[src/rtl/nvme_cmpl_pkg.sv]
// Shared types and constants for the NVMe completion dispatcher and its arbiter.
// The record layout follows CMD_ACTION_ID_BITS / REQ_ID_BITS when the codebase defines them.
`ifndef CMD_ACTION_ID_BITS
`define CMD_ACTION_ID_BITS 4
`endif
`ifndef REQ_ID_BITS
`define REQ_ID_BITS 8
`endif

package nvme_cmpl_pkg;

    localparam int unsigned CMPL_ACT_BITS = `CMD_ACTION_ID_BITS;
    localparam int unsigned CMPL_SEQ_BITS = `REQ_ID_BITS;

    localparam int unsigned INFO_VALID_BIT = 0;
    localparam int unsigned INFO_ERR_BIT   = 1;

    typedef struct packed {
        logic [CMPL_ACT_BITS-1:0] action_id;
        logic                     error;
        logic [CMPL_SEQ_BITS-1:0] seq;
    } cmpl_rec_t;

    typedef enum logic [1:0] {
        StIdle,
        StIssue,
        StWait,
        StPush
    } disp_state_e;

endpackage

[src/rtl/nvme_rr_arb.sv]
// Round-robin pick over N requesters: search starts at ptr_i+1 and wraps, ptr_i itself last.
// N must be a power of two so the index wraps naturally.
module nvme_rr_arb #(
    parameter int unsigned N       = 16,
    localparam int unsigned IdxBits = $clog2(N)
) (
    input  logic [N-1:0]       req_i,
    input  logic [IdxBits-1:0] ptr_i,
    output logic [IdxBits-1:0] gnt_o,
    output logic               found_o
);

    logic [IdxBits-1:0] idx;

    // Walk from farthest to nearest so the nearest requester is written last and wins.
    always_comb begin
        idx     = '0;
        gnt_o   = '0;
        found_o = 1'b0;
        for (int k = N; k >= 1; k--) begin
            idx = ptr_i + IdxBits'(k);
            if (req_i[idx]) begin
                gnt_o   = idx;
                found_o = 1'b1;
            end
        end
    end

endmodule

[src/rtl/nvme_cmpl_dispatch.sv]
// Round-robin completion dispatcher between the I/O completion tracker and the action interface.
// Optional per-action completion/error counters: define NVME_CMPL_DISPATCH_CNT_EN.
module nvme_cmpl_dispatch
    import nvme_cmpl_pkg::*;
#(
    parameter int unsigned ACT_BITS    = CMPL_ACT_BITS,
    parameter int unsigned INFO_BITS   = 2,
    parameter int unsigned SEQ_BITS    = CMPL_SEQ_BITS,
    parameter int unsigned TIMEOUT_CYC = 15,
    localparam int unsigned NACT       = 2 ** ACT_BITS
) (
    input  logic                 axi_aclk,
    input  logic                 axi_aresetn,
    input  logic                 track_init,
    input  logic [NACT-1:0]      track_status,
    output logic                 track_update,
    output logic [ACT_BITS-1:0]  track_update_id,
    input  logic                 track_update_done,
    input  logic [INFO_BITS-1:0] track_update_data,
    input  logic [NACT-1:0]      act_enable,
    output logic                 cmpl_valid,
    input  logic                 cmpl_ready,
    output logic [ACT_BITS-1:0]  cmpl_action_id,
    output logic                 cmpl_error,
    output logic [SEQ_BITS-1:0]  cmpl_seq,
    output logic                 proto_error,
`ifdef NVME_CMPL_DISPATCH_CNT_EN
    input  logic [ACT_BITS-1:0]  cnt_sel,
    output logic [31:0]          cnt_cmpl,
    output logic [31:0]          cnt_err,
`endif
    input  logic                 proto_error_clear
);

    localparam int unsigned TmoW = $clog2(TIMEOUT_CYC + 1);

    disp_state_e         state_q, state_d;
    logic [ACT_BITS-1:0] rr_ptr_q, rr_ptr_d;
    logic [ACT_BITS-1:0] upd_id_q, upd_id_d;
    logic [TmoW-1:0]     tmo_q, tmo_d;
    cmpl_rec_t           rec_q, rec_d;
    logic                valid_q, valid_d;
    logic                perr_q, perr_d;
    logic [SEQ_BITS-1:0] seq_q [NACT];
    logic                seq_inc;
    logic                perr_set;
    logic [ACT_BITS-1:0] arb_id;
    logic                arb_found;

    nvme_rr_arb #(
        .N (NACT)
    ) u_arb (
        .req_i   (track_status & act_enable),
        .ptr_i   (rr_ptr_q),
        .gnt_o   (arb_id),
        .found_o (arb_found)
    );

    always_comb begin
        state_d  = state_q;
        rr_ptr_d = rr_ptr_q;
        upd_id_d = upd_id_q;
        tmo_d    = tmo_q;
        rec_d    = rec_q;
        valid_d  = valid_q;
        seq_inc  = 1'b0;
        perr_set = 1'b0;
        if (!track_init) begin
            // Tracker re-init aborts any transaction in flight.
            state_d = StIdle;
            valid_d = 1'b0;
        end else begin
            unique case (state_q)
                StIdle: begin
                    if (arb_found) begin
                        upd_id_d = arb_id;
                        state_d  = StIssue;
                    end
                end
                StIssue: begin
                    tmo_d   = '0;
                    state_d = StWait;
                end
                StWait: begin
                    if (track_update_done) begin
                        rr_ptr_d = upd_id_q;
                        if (track_update_data[INFO_VALID_BIT]) begin
                            rec_d.action_id = upd_id_q;
                            rec_d.error     = track_update_data[INFO_ERR_BIT];
                            rec_d.seq       = seq_q[upd_id_q];
                            valid_d         = 1'b1;
                            seq_inc         = 1'b1;
                            state_d         = StPush;
                        end else begin
                            perr_set = 1'b1;
                            state_d  = StIdle;
                        end
                    end else if (tmo_q == TmoW'(TIMEOUT_CYC - 1)) begin
                        perr_set = 1'b1;
                        state_d  = StIdle;
                    end else begin
                        tmo_d = tmo_q + TmoW'(1);
                    end
                end
                StPush: begin
                    if (cmpl_ready) begin
                        valid_d = 1'b0;
                        state_d = StIdle;
                    end
                end
                default: state_d = StIdle;
            endcase
        end
        perr_d = perr_set | (perr_q & ~proto_error_clear);
    end

    always_ff @(posedge axi_aclk or negedge axi_aresetn) begin
        if (!axi_aresetn) begin
            state_q  <= StIdle;
            rr_ptr_q <= '0;
            upd_id_q <= '0;
            tmo_q    <= '0;
            rec_q    <= '0;
            valid_q  <= 1'b0;
            perr_q   <= 1'b0;
        end else begin
            state_q  <= state_d;
            rr_ptr_q <= rr_ptr_d;
            upd_id_q <= upd_id_d;
            tmo_q    <= tmo_d;
            rec_q    <= rec_d;
            valid_q  <= valid_d;
            perr_q   <= perr_d;
        end
    end

    always_ff @(posedge axi_aclk or negedge axi_aresetn) begin
        if (!axi_aresetn) begin
            for (int i = 0; i < NACT; i++) seq_q[i] <= '0;
        end else if (!track_init) begin
            for (int i = 0; i < NACT; i++) seq_q[i] <= '0;
        end else if (seq_inc) begin
            seq_q[upd_id_q] <= seq_q[upd_id_q] + SEQ_BITS'(1);
        end
    end

    assign track_update    = (state_q == StIssue);
    assign track_update_id = upd_id_q;
    assign cmpl_valid      = valid_q;
    assign cmpl_action_id  = rec_q.action_id;
    assign cmpl_error      = rec_q.error;
    assign cmpl_seq        = rec_q.seq;
    assign proto_error     = perr_q;

`ifdef NVME_CMPL_DISPATCH_CNT_EN
    logic [31:0] cnt_cmpl_q [NACT];
    logic [31:0] cnt_err_q  [NACT];
    logic [31:0] cnt_cmpl_rd_q, cnt_err_rd_q;
    logic        cnt_hit;

    assign cnt_hit = valid_q && cmpl_ready;

    always_ff @(posedge axi_aclk or negedge axi_aresetn) begin
        if (!axi_aresetn) begin
            for (int i = 0; i < NACT; i++) begin
                cnt_cmpl_q[i] <= '0;
                cnt_err_q[i]  <= '0;
            end
            cnt_cmpl_rd_q <= '0;
            cnt_err_rd_q  <= '0;
        end else begin
            if (!track_init) begin
                for (int i = 0; i < NACT; i++) begin
                    cnt_cmpl_q[i] <= '0;
                    cnt_err_q[i]  <= '0;
                end
            end else if (cnt_hit) begin
                if (cnt_cmpl_q[rec_q.action_id] != '1) begin
                    cnt_cmpl_q[rec_q.action_id] <= cnt_cmpl_q[rec_q.action_id] + 32'd1;
                end
                if (rec_q.error && cnt_err_q[rec_q.action_id] != '1) begin
                    cnt_err_q[rec_q.action_id] <= cnt_err_q[rec_q.action_id] + 32'd1;
                end
            end
            cnt_cmpl_rd_q <= cnt_cmpl_q[cnt_sel];
            cnt_err_rd_q  <= cnt_err_q[cnt_sel];
        end
    end

    assign cnt_cmpl = cnt_cmpl_rd_q;
    assign cnt_err  = cnt_err_rd_q;
`endif

endmodule

[config.mk]
export PLATFORM = sky130hd
export DESIGN_NAME = nvme_cmpl_dispatch
export DESIGN_NICKNAME = d
export VERILOG_FILES = /design/src/rtl/nvme_cmpl_pkg.sv /design/src/rtl/nvme_rr_arb.sv /design/src/rtl/nvme_cmpl_dispatch.sv
export SDC_FILE = /design/constraint.sdc
export NUM_CORES = 1
export LEC_CHECK = 0
export CAP_MARGIN = 20
export CORE_MARGIN = 1
export CORE_UTILIZATION = 40
export CTS_CLUSTER_DIAMETER = 200
export CTS_CLUSTER_SIZE = 12
export DETAILED_ROUTE_END_ITERATION = 12
export GPL_TIMING_DRIVEN = 0
export PLACE_DENSITY = 0.7
export REMOVE_ABC_BUFFERS = 1
export SKIP_CTS_REPAIR_TIMING = 1
export SYNTH_ARGS = -nofsm -noshare
export SYNTH_HDL_FRONTEND = slang
export SYNTH_SLANG_ARGS = --single-unit
[constraint.sdc]
create_clock -name axi_aclk -period 7.1 [get_ports axi_aclk]
set_input_delay 0.71 -clock axi_aclk [delete_from_list [all_inputs] [get_ports axi_aclk]]
set_output_delay 0.71 -clock axi_aclk [all_outputs]
set_load 0.02 [all_outputs]
==> metrics <==
die area=24660 um2; DPL Wire Length=17840 um; Hold Vio Cnt, Final=0; M1 WL=11220 um; YS warnings=0; worst stage delay on the critical path=860 ps; layout cells sized above 1=15.90%; pre-CTS WS=1662 ps; worst-path fanout max=19; WP data required=7450 ps; Setup violations, final=0; Mapped Area=9614 um2; DR top layer=met4; WL met3=1265 um; Rows=56; worst-margin pin slew=1016 ps; vias in the first global route=7519; flops & latches, synth=157; port bufs=59; grt total ovfl=0; ys async rst share=100.0%; Setup Skew=11.13 ps; Post-synth EDFFs=0; crit path cell chain=inv_1, ha_1, xor2_1, mux4_2, mux2i_1, nand4b_1, or4_4, o21ai_1, mux2_2, nor2b_1; min-delay worst type=in -> async; WL final=24960 um; CP startpoint kind=register; Pleak=4.588 nW; WS Path Type=reg -> reg; H-tree depth=4; Die Ht=157.0 um; global-route wire length before repair=40780 um; Nets=998; slowest CP cell=dfrtp_1; Die Span X=157.0 um; crit share post-route=77.20%; most common cell after layout, fill and taps aside=dfrtp_1; Final Wtd Congestion=0.8775; drt pass-1 iters=5; Synth Flop Type=dfrtp_1; ant diodes=0; All-Layer GR Usage=21.28%; Final min period=5481 ps; Max clock buf depth=2; TritonCTS clock tree=yes; relative slew slack=31.76%; Post-DRT Antenna Nets=0; RSZ-0062 raised after global routing=false; initial antenna violation count=0; Mapped Cells=905; Critical Path AT=5830 ps; clock-pin slew on the worst setup and hold paths=70 ps; CTS buffer count=17; metal2 WL=12210 um; I/O pins=60; Max Clk Rate=0.1824 GHz; routed via count=7690; DRT iter0 DRCs=677; Peak supply drop=334.2 uV; post-route DRC violation count=0; Vias/cell=6.031; library cells used by synthesis=69; clock sinks=157; Root Buffer=clkbuf_16; Core Area=23540 um2; register area share after synthesis=40.86%; Slew Limit Fails=0; Area Growth Syn to Fin=16.42%; largest net degree at the start of global routing=92; Final WS setup=1619 ps; crit end category=register; Starting Density=40.84%; Layout Utilization=47.54%; Routed wire per std cell=19.58 um; Max-Cap Viols=0; status=finished, final reports clean; Pwr Density=408.3 nW/um2; commonest cells after routing, fill and taps aside=155 x dfrtp_1, 151 x nand2_1, 111 x o21ai_0; worst skew pair latency=420 ps; Synth Area per Inst=10.62 um2
-- cell usage after synthesis (3+ instances only) --
master    count  area (um2)
dfrtp_1     157        3929
clkbuf_1     32       120.1
a21boi_1     12       90.09
o31a_1        3       26.28
and3_1        5       31.28
a21oi_1      10       50.05
buf_2         9       45.04
mux2_2       31       349.1
mux2i_1      25       250.2
nand2b_1      7       43.79
nor2b_1       5       31.28
and2_1       17       106.4
xnor2_1      12       105.1
nor3b_1       3       22.52
nand2_1     151       566.8
a21boi_0      4       30.03
a32o_1       13       130.1
nor4_1        6       37.54
a22o_1       40       350.3
nand3_1      26       130.1
nor2_1       33       123.9
xor2_1        6       52.55
nand4_1       3       18.77
mux4_2       63        1419
buf_1         6       22.52
a211oi_1      6       45.04
buf_4         4       30.03
o211ai_1      7       52.55
o22ai_1       5       31.28
nor3_1        8       40.04
o21a_1        4       30.03
inv_1        15       56.30
a22oi_1       3       22.52
o31ai_1       3       22.52
o21ai_0     111       555.5
ha_1         15       187.7
nor4b_1       3       26.28
a31oi_1       3       18.77
-- where the power goes --
part | leakage (nW) | total [mW] | internal (mW) | switching (mW)
clock | 0.290 | 0.936 | 0.561 | 0.375
sequential | 2.17 | 1.12 | 0.943 | 0.178
combinational | 2.13 | 2.51 | 1.09 | 1.42
total | 4.59 | 4.57 | 2.59 | 1.98
-- path summary, 6_finish.rpt --
check                                             start                        endpoint  slack [ps]  cells after the start
min in group axi_aclk             seq_q[69]$_DFFE_PN0P_           seq_q[69]$_DFFE_PN0P_         480                      2
worst min register to register    seq_q[69]$_DFFE_PN0P_           seq_q[69]$_DFFE_PN0P_         480                      2
worst min-delay path                        axi_aresetn          cmpl_error$_DFFE_PN0P_         300                      1
max in group asynchronous                   axi_aresetn  track_update_id[0]$_DFFE_PN0P_        5910                      2
worst max-delay path            rr_ptr_q[1]$_DFFE_PN0P_          state_q[0]$_DFFE_PN0P_        1620                     10
worst max register to register  rr_ptr_q[1]$_DFFE_PN0P_          state_q[0]$_DFFE_PN0P_        1620                     10
-- sequential cells by signal, indices dropped and copies added, names as in the netlist --
register / count
cmpl_action_id: 4
seq_q: 128
cmpl_seq: 8
state_q: 2
tmo_q: 4
cmpl_valid: 1
track_update_id: 4
cmpl_error: 1
rr_ptr_q: 4
proto_error: 1
-- through the flow --
| step | hold slack [ps] | TNS (ps) | cells | cell area (um2) | total power, mW |
|---|---|---|---|---|---|
| floorplan | 414.4 | 0 | 853 | 9385 | 2.877 |
| global placement | 456.9 | -165860 | 1231 | 10380 | 3.527 |
| detailed placement | 468.7 | 0 | 1238 | 10550 | 3.599 |
| CTS | 314.6 | 0 | 1270 | 11160 | 4.539 |
| global route | 341.3 | 0 | 1275 | 11190 | 4.835 |
| finish | 295.0 | 0 | 1275 | 11190 | 4.570 |
-- routing by layer --
| layer | vias up | global-route usage, % |
|---|---|---|
| li1 | 3492 | - |
| met3 | 28 | 2.643 |
| met5 | - | 0 |
| met2 | 267 | 34.88 |
| met1 | 3903 | 30.13 |
| met4 | 0 | 4.947 |
-- logic make-up (layout without fill, tap and decap cells) --
family / after synthesis / count (layout) / synth area share [%]
AND/OR/NAND/NOR: 277 / 277 / 13.11
adder cells (fa/ha/maj): 15 / 15 / 1.952
buffers and inverters: 68 / 119 / 3.006
multiplexers: 121 / 121 / 21.54
AO/OA/AOI/OAI: 247 / 247 / 17.44
XOR/XNOR: 20 / 20 / 2.095
flip-flops: 157 / 157 / 40.86
-- final cells by class --
type	instances	area (um2)
clock inverters	10	126.4
fillers	2195	12350
multi-input cells	680	5404
inverters	16	60.06
well taps	319	399.1
flip-flops and latches	157	3931
clock buffers	22	484.2
repair buffers	71	788.3
-- worst max-delay path: cells and delay by family (launching register included) --
| kind | cells | cell delay, ps |
|---|---|---|
| AO/OA/AOI/OAI | 1 | 180 |
| buffers and inverters | 1 | 540 |
| multiplexers | 3 | 1670 |
| adder cells (fa/ha/maj) | 1 | 480 |
| flip-flops | 1 | 860 |
| AND/OR/NAND/NOR | 3 | 840 |
| XOR/XNOR | 1 | 840 |
(Power assumes the default switching activity.)
==> RTL edit, RTL diff (same flow settings) <==
Change the macro `REQ_ID_BITS` from 8 to 6.
--- a/src/rtl/nvme_cmpl_pkg.sv
+++ b/src/rtl/nvme_cmpl_pkg.sv
@@ -6,3 +6,3 @@
 `ifndef REQ_ID_BITS
-`define REQ_ID_BITS 8
+`define REQ_ID_BITS 6
 `endif
Ports: changed (resized cmpl_seq); port bits go from 60 to 58. No check against the original RTL was run, so the function may have changed too.
==> RTL edit against the original RTL <==
Highest routed layer unchanged; area after synthesis is 13% lower; critical endpoint is now track_update_id[0]; sequential cell count down 34; wire length decreased by 20%; design area shrank 12%; die area fell by 13%; first-iteration DRC count is 22% lower; synthesized cell count shrank 13%; power shrank 17%; worst setup slack improved by 140 ps.
==> RTL edit: results (changes against the original RTL) <==
| Metric | This run | Delta |
| --- | --- | --- |
| Main synth FF type | sky130_fd_sc_hd__dfrtp_1 | unchanged |
| Port bufs | 57 | was 59 |
| Detailed-route wire length per cell | 17.9 um | was 19.6 um |
| First-pass GRT wire length | 33.5 mm | was 40.8 mm |
| Transition time of the tightest slew-check pin | 981 ps | was 1020 ps |
| Clock latency on the worst-skew pair | 420 ps | about the same |
| Largest register FFs | 96 | was 128 |
| Final Skew | 8.24 ps | was 11.1 ps |
| Fill cells | 1839 | was 2195 |
| Static leakage power | 0.00475 uW | was 0.00459 uW |
| Largest fanout on the critical path | 21 | was 19 |
| Vias | 6648 | was 7690 |
| Vias in the first global route | 6342 | was 7519 |
| Final GP Congestion | 0.896 | was 0.878 |
| Top register by number of flip-flops | seq_q | unchanged |
| DRC Markers | 0 | unchanged |
| Run status | complete, no violations | unchanged |
| Portion of the post-synthesis area used by sequential elements | 36.7% | was 40.9% |
| Most numerous cell types in the synthesized netlist | sky130_fd_sc_hd__dfrtp_1, sky130_fd_sc_hd__nand2_1, sky130_fd_sc_hd__o211a_1, sky130_fd_sc_hd__mux4_2, sky130_fd_sc_hd__mux2i_1 | was sky130_fd_sc_hd__dfrtp_1, sky130_fd_sc_hd__nand2_1, sky130_fd_sc_hd__o21ai_0, sky130_fd_sc_hd__mux4_2, sky130_fd_sc_hd__a22o_1 |
| Number of synthesized flops with an enable pin | 0 | unchanged |
| Final Net Count | 882 | was 998 |
| Clk pin slew, worst setup/hold paths | 60 ps |  |
| Switching power | 1630 uW | was 1980 uW |
| Placed inst area | 0.00925 mm^2 | was 0.0105 mm^2 |
| Number of synthesis warnings | 0 | unchanged |
| Number of buffers between clock root and the deepest sink | 2 | unchanged |
| Fraction of registers with async set or reset after synthesis | 100% | unchanged |
| Number of H-tree levels | 4 | unchanged |
| Class of the tightest hold or removal check | input pin to asynchronous set/reset pin | unchanged |
| Post-detail-place hpwl | 14.0 mm | was 17.8 mm |
| Initial antenna violation count | 0 | unchanged |
| VDD IR max | 0.000188 V | was 0.000334 V |
| Antenna fix cells | 0 | unchanged |
| Total clock buffers created by CTS | 17 | unchanged |
| Overall Global Routing Usage | 19.4% | was 21.3% |
| Initial DRC count | 525 | was 677 |
| Main area contributors after synthesis | sky130_fd_sc_hd__dfrtp_1, sky130_fd_sc_hd__mux4_2, sky130_fd_sc_hd__o211a_1 | was sky130_fd_sc_hd__dfrtp_1, sky130_fd_sc_hd__mux4_2, sky130_fd_sc_hd__nand2_1 |
| Drt pass-1 iters | 5 | unchanged |
| Master cell of the clock root buffer | sky130_fd_sc_hd__clkbuf_16 | unchanged |
| Share of final-layout standard cells stronger than drive strength 1 | 18.0% | was 15.9% |
| Largest net degree at the start of global routing | 78 | was 92 |
| Number of distinct library cells after synthesis | 61 | was 69 |
[RTL edit: per-layer routing]
layer / vias up / track usage (%) / routed length, um
met5: - / 0 / 0
met1: 3325 / 27.5 / 9230
li1: 3068 / - / -
met3: 14 / 4.75 / 1310
met2: 241 / 29.7 / 9200
met4: 0 / 4.95 / 153
[RTL edit: power groups by stage]
stage / sequential [uW] / clock (uW) / combinational, uW
6_report: 925 / 872 / 2000
5_1_grt: 944 / 917 / 2170
4_1_cts: 927 / 884 / 1960
3_5_place_dp: 939 / 0 / 1950
3_3_place_gp: 989 / 0 / 1870
2_1_floorplan: 940 / 0 / 1410
[RTL edit: cells by family (layout without fill, tap and decap cells)]
logic type / count (synthesis) / count (layout) / synth area share [%]
xor gates and xnor gates: 16 / 16 / 1.85
adders and majority gates: 15 / 15 / 2.24
buffers and inverters: 64 / 115 / 3.07
AOI/OAI and AO/OA: 179 / 179 / 17.2
and+or+nand+nor: 274 / 274 / 15.4
DFF: 123 / 123 / 36.7
muxes: 118 / 118 / 23.6
[RTL edit: final cells by class]
class                   count  area share, %
multi-input cells         602           51.3
flip-flops and latches    123           31.2
repair buffers             69           7.39
clock buffers              18           4.45
well taps                 270           3.43
clock inverters            14           1.62
inverters                  14          0.533
[RTL edit: path summary, 6_finish.rpt]
check	from	end	slack [ps]	cells past startpoint
worst max-delay path	rr_ptr_q[1]	track_update_id[0]	1760	10
worst min-delay path	axi_aresetn	seq_q[91]	220	1
worst max register to register	rr_ptr_q[1]	track_update_id[0]	1760	10
worst min register to register	cmpl_action_id[0]	cmpl_action_id[0]	500	1
max in group asynchronous	axi_aresetn	track_update_id[0]	6150	2
min in group axi_aclk	cmpl_action_id[0]	cmpl_action_id[0]	500	1
[RTL edit: worst max-delay path, stage by stage, from the launching register on]
cell and delay [ps]:
sky130_fd_sc_hd__dfrtp_1 830, sky130_fd_sc_hd__inv_2 420, sky130_fd_sc_hd__ha_1 430, sky130_fd_sc_hd__xnor2_1 560, sky130_fd_sc_hd__mux4_2 610, sky130_fd_sc_hd__mux2i_1 790
sky130_fd_sc_hd__nand4_1 290, sky130_fd_sc_hd__nor4_1 580, sky130_fd_sc_hd__nand3b_1 400, sky130_fd_sc_hd__mux2i_1 220, sky130_fd_sc_hd__o21ai_1 80
[RTL edit: per-stage QoR]
step | hold slack, ps | std cells | util, % | setup slack, ps
6_report | 219 | 1110 | 48.3 | 1760
5_1_grt | 249 | 1110 | 48.3 | 1450
4_1_cts | 234 | 1109 | 48.2 | 1910
3_5_place_dp | 495 | 1077 | 45.3 | 1940
3_3_place_gp | 487 | 1066 | 44.5 | 375
2_1_floorplan | 414 | 739 | - | 2830
